`config.mk`:
```
export PLATFORM = sky130hd
export DESIGN_NAME = i2c_arbiter
export DESIGN_NICKNAME = d
export VERILOG_FILES = /design/src/rtl/i2c_arbiter.sv
export SDC_FILE = /design/constraint.sdc
export NUM_CORES = 1
export LEC_CHECK = 0
export ABC_AREA = 1
export CORE_MARGIN = 2
export CORE_UTILIZATION = 64
export DETAILED_ROUTE_END_ITERATION = 10
export DONT_BUFFER_PORTS = 1
export PLACE_DENSITY = 0.8
export SLEW_MARGIN = 20
export SYNTH_ARGS = -nofsm -noshare
export SYNTH_HDL_FRONTEND = slang
export SYNTH_SLANG_ARGS = --single-unit
```
`constraint.sdc`:
```
create_clock -name clk_i -period 3.25 [get_ports clk_i]
set_input_delay 0.325 -clock clk_i [delete_from_list [all_inputs] [get_ports clk_i]]
set_output_delay 0.325 -clock clk_i [all_outputs]
set_load 0.03 [all_outputs]
```
`src/rtl/i2c_arbiter.sv`:
```
// Round-robin arbiter that shares one I2C4BYTES engine between three requesters.
// Each grant runs one timed SETUP / SEND / GAP sequence with the winner's registered lines and data.
//
// state | meaning
// ------+---------------------------------------------------------------
// IDLE  | waiting for a request; grant and capture happen in this cycle
// SETUP | lines/data stable, enable low, SETUP_CYCLES cycles
// SEND  | enable high, SEND_CYCLES cycles
// GAP   | enable low, GAP_CYCLES cycles; done pulses in the last one
module i2c_arbiter #(
   parameter int unsigned SETUP_CYCLES = 4194304,
   parameter int unsigned SEND_CYCLES  = 12582912,
   parameter int unsigned GAP_CYCLES   = 4194304
) (
   input  logic        clk_i,
   input  logic        rst_ni,
   input  logic [2:0]  req_i,
   input  logic [5:0]  lines_i,
   input  logic [47:0] data12_i,
   input  logic [47:0] data34_i,
   output logic [2:0]  gnt_o,
   output logic [2:0]  done_o,
   output logic        busy_o,
   output logic        i2c_enable_o,
   output logic [1:0]  i2c_lines_o,
   output logic [15:0] i2c_data12_o,
   output logic [15:0] i2c_data34_o
);

   localparam logic [23:0] SETUP_LD = 24'(SETUP_CYCLES - 1);
   localparam logic [23:0] SEND_LD  = 24'(SEND_CYCLES - 1);
   localparam logic [23:0] GAP_LD   = 24'(GAP_CYCLES - 1);

   typedef enum logic [1:0] {S_IDLE, S_SETUP, S_SEND, S_GAP} state_e;

   state_e      state_q, state_d;
   logic [23:0] timer_q, timer_d;
   logic [1:0]  ptr_q, ptr_d;
   logic [1:0]  win_q, win_d;
   logic [1:0]  lines_q, lines_d;
   logic [15:0] d12_q, d12_d;
   logic [15:0] d34_q, d34_d;
   logic        en_q, en_d;

   logic [3:0]  req_ext;
   logic [1:0]  o0, o1, o2, pick;
   logic        grant_fire;
   logic [1:0]  sel_lines;
   logic [15:0] sel_d12, sel_d34;

   function automatic logic [2:0] onehot(input logic [1:0] idx);
      case (idx)
         2'd0:    onehot = 3'b001;
         2'd1:    onehot = 3'b010;
         2'd2:    onehot = 3'b100;
         default: onehot = 3'b000;
      endcase
   endfunction

   // Search order last+1, last+2, last+3 (mod 3); the earliest requesting candidate wins.
   always_comb begin
      req_ext = {1'b0, req_i};
      case (ptr_q)
         2'd0:    {o0, o1, o2} = {2'd1, 2'd2, 2'd0};
         2'd1:    {o0, o1, o2} = {2'd2, 2'd0, 2'd1};
         default: {o0, o1, o2} = {2'd0, 2'd1, 2'd2};
      endcase
      pick = o0;
      if (req_ext[o2]) pick = o2;
      if (req_ext[o1]) pick = o1;
      if (req_ext[o0]) pick = o0;
      grant_fire = (state_q == S_IDLE) && (|req_i);
   end

   always_comb begin
      case (pick)
         2'd1: begin
            sel_lines = lines_i[3:2];
            sel_d12   = data12_i[31:16];
            sel_d34   = data34_i[31:16];
         end
         2'd2: begin
            sel_lines = lines_i[5:4];
            sel_d12   = data12_i[47:32];
            sel_d34   = data34_i[47:32];
         end
         default: begin
            sel_lines = lines_i[1:0];
            sel_d12   = data12_i[15:0];
            sel_d34   = data34_i[15:0];
         end
      endcase
   end

   always_ff @(posedge clk_i or negedge rst_ni) begin
      if (!rst_ni) begin
         state_q <= S_IDLE;
         timer_q <= '0;
         ptr_q   <= 2'd2;
         win_q   <= '0;
         lines_q <= '0;
         d12_q   <= '0;
         d34_q   <= '0;
         en_q    <= 1'b0;
      end else begin
         state_q <= state_d;
         timer_q <= timer_d;
         ptr_q   <= ptr_d;
         win_q   <= win_d;
         lines_q <= lines_d;
         d12_q   <= d12_d;
         d34_q   <= d34_d;
         en_q    <= en_d;
      end
   end

   always_comb begin
      state_d = state_q;
      timer_d = timer_q;
      ptr_d   = ptr_q;
      win_d   = win_q;
      lines_d = lines_q;
      d12_d   = d12_q;
      d34_d   = d34_q;
      case (state_q)
         S_IDLE: begin
            timer_d = '0;
            if (grant_fire) begin
               state_d = S_SETUP;
               timer_d = SETUP_LD;
               ptr_d   = pick;
               win_d   = pick;
               lines_d = sel_lines;
               d12_d   = sel_d12;
               d34_d   = sel_d34;
            end
         end
         S_SETUP: begin
            if (timer_q == '0) begin
               state_d = S_SEND;
               timer_d = SEND_LD;
            end else begin
               timer_d = timer_q - 24'd1;
            end
         end
         S_SEND: begin
            if (timer_q == '0) begin
               state_d = S_GAP;
               timer_d = GAP_LD;
            end else begin
               timer_d = timer_q - 24'd1;
            end
         end
         default: begin
            if (timer_q == '0) begin
               state_d = S_IDLE;
               timer_d = '0;
            end else begin
               timer_d = timer_q - 24'd1;
            end
         end
      endcase
      // Enable is registered from the next state so it is high exactly in SEND cycles.
      en_d = (state_d == S_SEND);
   end

   always_comb begin
      gnt_o  = (grant_fire && rst_ni) ? onehot(pick) : 3'b000;
      done_o = (state_q == S_GAP && timer_q == '0) ? onehot(win_q) : 3'b000;
      busy_o = (state_q != S_IDLE);
   end

   assign i2c_enable_o = en_q;
   assign i2c_lines_o  = lines_q;
   assign i2c_data12_o = d12_q;
   assign i2c_data34_o = d34_q;

endmodule
```
==> impl_metrics.csv <==
group,metric,value,unit
yosys,synth-seq-cells,64,
setup_path,reg2reg_depth,13,
setup_path,path_buf_inv,5,
worst_hold_path,min_to,"i2c_data34_o[13]",
drt,remaining_drc_errors,0,
yosys,synth_commonest_cells,"nand2_1, a21oi_1, dfrtp_1",
drt,via_count,3941,
setup_path,worst_setup_path_start_kind,"flip-flop",
yosys,yosysWarnings,0,
drt,antenna_left,0,
yosys,synth_edf_count,0,
drt,wl_per_cell,15.9,um
cts,cts_tree,"done",
sta,drv_slew,0,
yosys,synth_most_common_cell,"nand2_1",
sta,finalCriticalPeriod,2.95,ns
drt,detail_route.vias_per_cell,5.85,
drt,detail_route.wirelength,10.7,mm
yosys,avgSynthCellArea,6.92,sq um
worst_hold_path,hold_path_class,"in -> reg",
final_layout,drive_gt1_frac,0.116,
cts,numCtsBuffers,9,
power_and_ir_drop,pwr_density_cell,1170,nW/um^2
setup_path,worstPathArrival,2.62,ns
power_and_ir_drop,p_clk_frac,0.165,
setup_path,regToRegSetupSlack,0.43,ns
final_layout,diodes,0,
run,cap_viol_max_count,0,
yosys,postSynthCellCount,602,
floorplanning,fp.dieW,84.7,um
yosys,ys.flop_type,"dfrtp_1",
grt,grt_max_degree,91,
yosys,synth.distinct_cells,29,
sta,fmax,339,MHz
sta,period_share,0.907,
floorplanning,die-area,7170,sq um
power_and_ir_drop,peakVddDrop,0.000875,V
cts,cts_max_level,3,
grt,grt_antenna_before_repair,0,
grt,grt_pass1_wl,17.6,mm
placed_design,portBuffers,0,
cts,clock_latency,0.35,ns
yosys,yosysTopAreaCell,"dfrtp_1",
setup_path,path_cells,"inv_1 > nand2_1 > nor2_1 > a21oi_1 > nand2_1 > o22ai_1 > inv_1 > ha_1 > buf_4 > inv_1 > nor2_1 > buf_4",
setup_path,end_kind,"output pin",
sta,worst_pin_slew,0.828,ns
power_and_ir_drop,cellInternalPower,2.52,mW
setup_path,r2r-end,"i2c_data34_o[6]",
floorplanning,die_h,84.7,um
sta,whs,0.180,ns
sta,relSlewSlack,0.448,
floorplanning,row_count,29,
yosys,synth.area.top_cells,"dfrtp_1, nand2_1, a21oi_1",
power_and_ir_drop,p_sw,2.73,mW
cts,ctsResizeCount,0,
sta,setup_viol,0,
grt,first_global_vias,3781,
sta,tns,0,ns
setup_path,critPathTopFamily,"buffers and inverters",
worst_hold_path,hp-start,"data34_i[13]",
setup_path,critPathMostFrequentCell,"inv_1",
floorplanning,initial_core_util,0.660,
placed_design,gp_congestion,0.926,
cts,path_clk_slew,0.08,ns
drt,drt_first_pass_iters,5,
setup_path,worstPathRequired,2.92,ns
yosys,ys_seq_area_frac,0.385,
cts,root_buffer,"clkbuf_8",
placed_design,dp_hpwl,7.71,mm
power_and_ir_drop,p_total,5.25,mW
final_layout,synthToLayoutAreaGrowth,7.42,%
sta,clock_skew,0.00970,ns
worst_hold_path,holdPathStages,2,
sta,rsz0062_at_grt,"false",
yosys,syn_area,4170,sq um
drt,drt_iter0_drc,305,
outcome,outcome,"finished clean",
yosys,synth_top_area_frac,0.378,
yosys,synth_nets,714,
cts,cts_sinks,64,
final_layout,nets,704,
setup_path,cpMaxStageDelayCell,"dfstp_2",
power_and_ir_drop,power.leakage,2.17,nW
cts,clk_path_buf_depth,2,
power_and_ir_drop,switching_share,0.519,
power_and_ir_drop,power_frac_seq,0.361,
setup_path,critical-path-max-stage-delay,0.57,ns
yosys,async_flop_share,1.00,
setup_path,r2r-start,"ptr_q[1]",
floorplanning,core-area,6310,sq um
setup_path,path_class,"reg -> out",
grt,grt.overflow.total,0,
setup_path,crit_path_max_fanout,35,
sta,final-hold-violation-count,0,
floorplanning,io_pins,149,
grt,track_usage,0.304,
power_and_ir_drop,pwr-share-comb,0.474,
sequential cells by signal (all words and copies together) (netlist names):
signal / cells
i2c_lines_o: 2
i2c_data34_o: 16
i2c_enable_o: 1
i2c_data12_o: 16
ptr_q: 2
state_q: 2
win_q: 1
timer_q: 24
area by class of cell:
cell class	instances	area, sq um
Fill cell	511	1840
Inverter	44	165
Tap cell	77	96.3
Clock buffer	10	138
Clock inverter	6	115
Timing Repair Buffer	9	103
Multi-Input combinational cell	464	2260
Sequential cell	64	1600
power groups by stage:
| stage | combinational, mW | sequential [mW] | clock [mW] |
|---|---|---|---|
| finish | 2.49 | 1.90 | 0.865 |
| global route | 2.83 | 1.93 | 0.909 |
| CTS | 2.47 | 1.90 | 0.874 |
| detailed placement | 2.43 | 1.91 | 0 |
| global placement | 2.33 | 1.90 | 0 |
| floorplan | 2.04 | 1.78 | 0 |
worst reg2reg max path: stages (launching register included):
cell and delay, ns:
dfstp_2 0.57, inv_1 0.06, nand2_1 0.14, nor2_1 0.06, a21oi_1 0.22, nand2_1 0.08, o22ai_1 0.28, inv_1 0.11
ha_1 0.32, inv_2 0.24, buf_4 0.28, a21oi_1 0.06, a21oi_1 0.14, o21ai_0 0.11
worst max-delay path by stage:
stage | slack, ns | cells after the start | to | start
final | 0.30 | 12 | gnt_o[2] | ptr_q[1]
after global routing | 0.15 | 12 | gnt_o[2] | ptr_q[1]
after CTS | 0.35 | 12 | gnt_o[2] | ptr_q[1]
after detailed placement | 0.55 | 13 | i2c_data34_o[3] | ptr_q[1]
after global placement | 0.74 | 13 | i2c_data34_o[0] | ptr_q[1]
after floorplan | 0.87 | 13 | i2c_data34_o[0] | ptr_q[1]
logic make-up (layout without fill, tap and decap cells):
| group | count (synthesis) | in the layout | synth area share |
|---|---|---|---|
| flops | 64 | 64 | 0.385 |
| buf+inv | 74 | 69 | 0.0745 |
| compound gates | 123 | 123 | 0.151 |
| simple gates | 329 | 329 | 0.360 |
| fa+ha+maj | 5 | 5 | 0.0150 |
| xor+xnor | 7 | 7 | 0.0147 |
timing repair:
item | in CTS | in global routing
setup buffers | 0 | 0
hold buffers | 2 | 0
endpoints found under the hold margin | 64 | 0
placed cells by master (no fill, tap or decap), types with 4 or more instances in the layout:
cell	n
a21oi_1	70
buf_4	6
clkbuf_8	10
dfrtp_1	63
ha_1	5
inv_1	42
nand2_1	193
nand2_2	15
nand3_1	47
nand4_1	7
nor2_1	38
nor2_2	15
nor2_4	4
o21ai_0	45
xor2_1	7
stage by stage:
| stage | std cells | worst slack (ns) | cell area, sq um | utilization |
|---|---|---|---|---|
| floorplan | 602 | 0.870 | 4170 | - |
| global placement | 656 | 0.736 | 4190 | 0.663 |
| detailed placement | 656 | 0.554 | 4190 | 0.663 |
| CTS | 674 | 0.355 | 4480 | 0.709 |
| global route | 674 | 0.152 | 4480 | 0.709 |
| finish | 674 | 0.302 | 4480 | 0.709 |
routing by layer:
layer / wire length, um / part of all wire / GRT usage / vias up
li1: - / - / - / 1925
met1: 4320 / 0.40 / 0.383 / 1790
met2: 5320 / 0.50 / 0.507 / 185
met3: 693 / 0.065 / 0.0551 / 41
met4: 390 / 0.036 / 0.144 / 0
met5: 0 / 0 / 0 / -
Power figures use the tool's default switching activity.
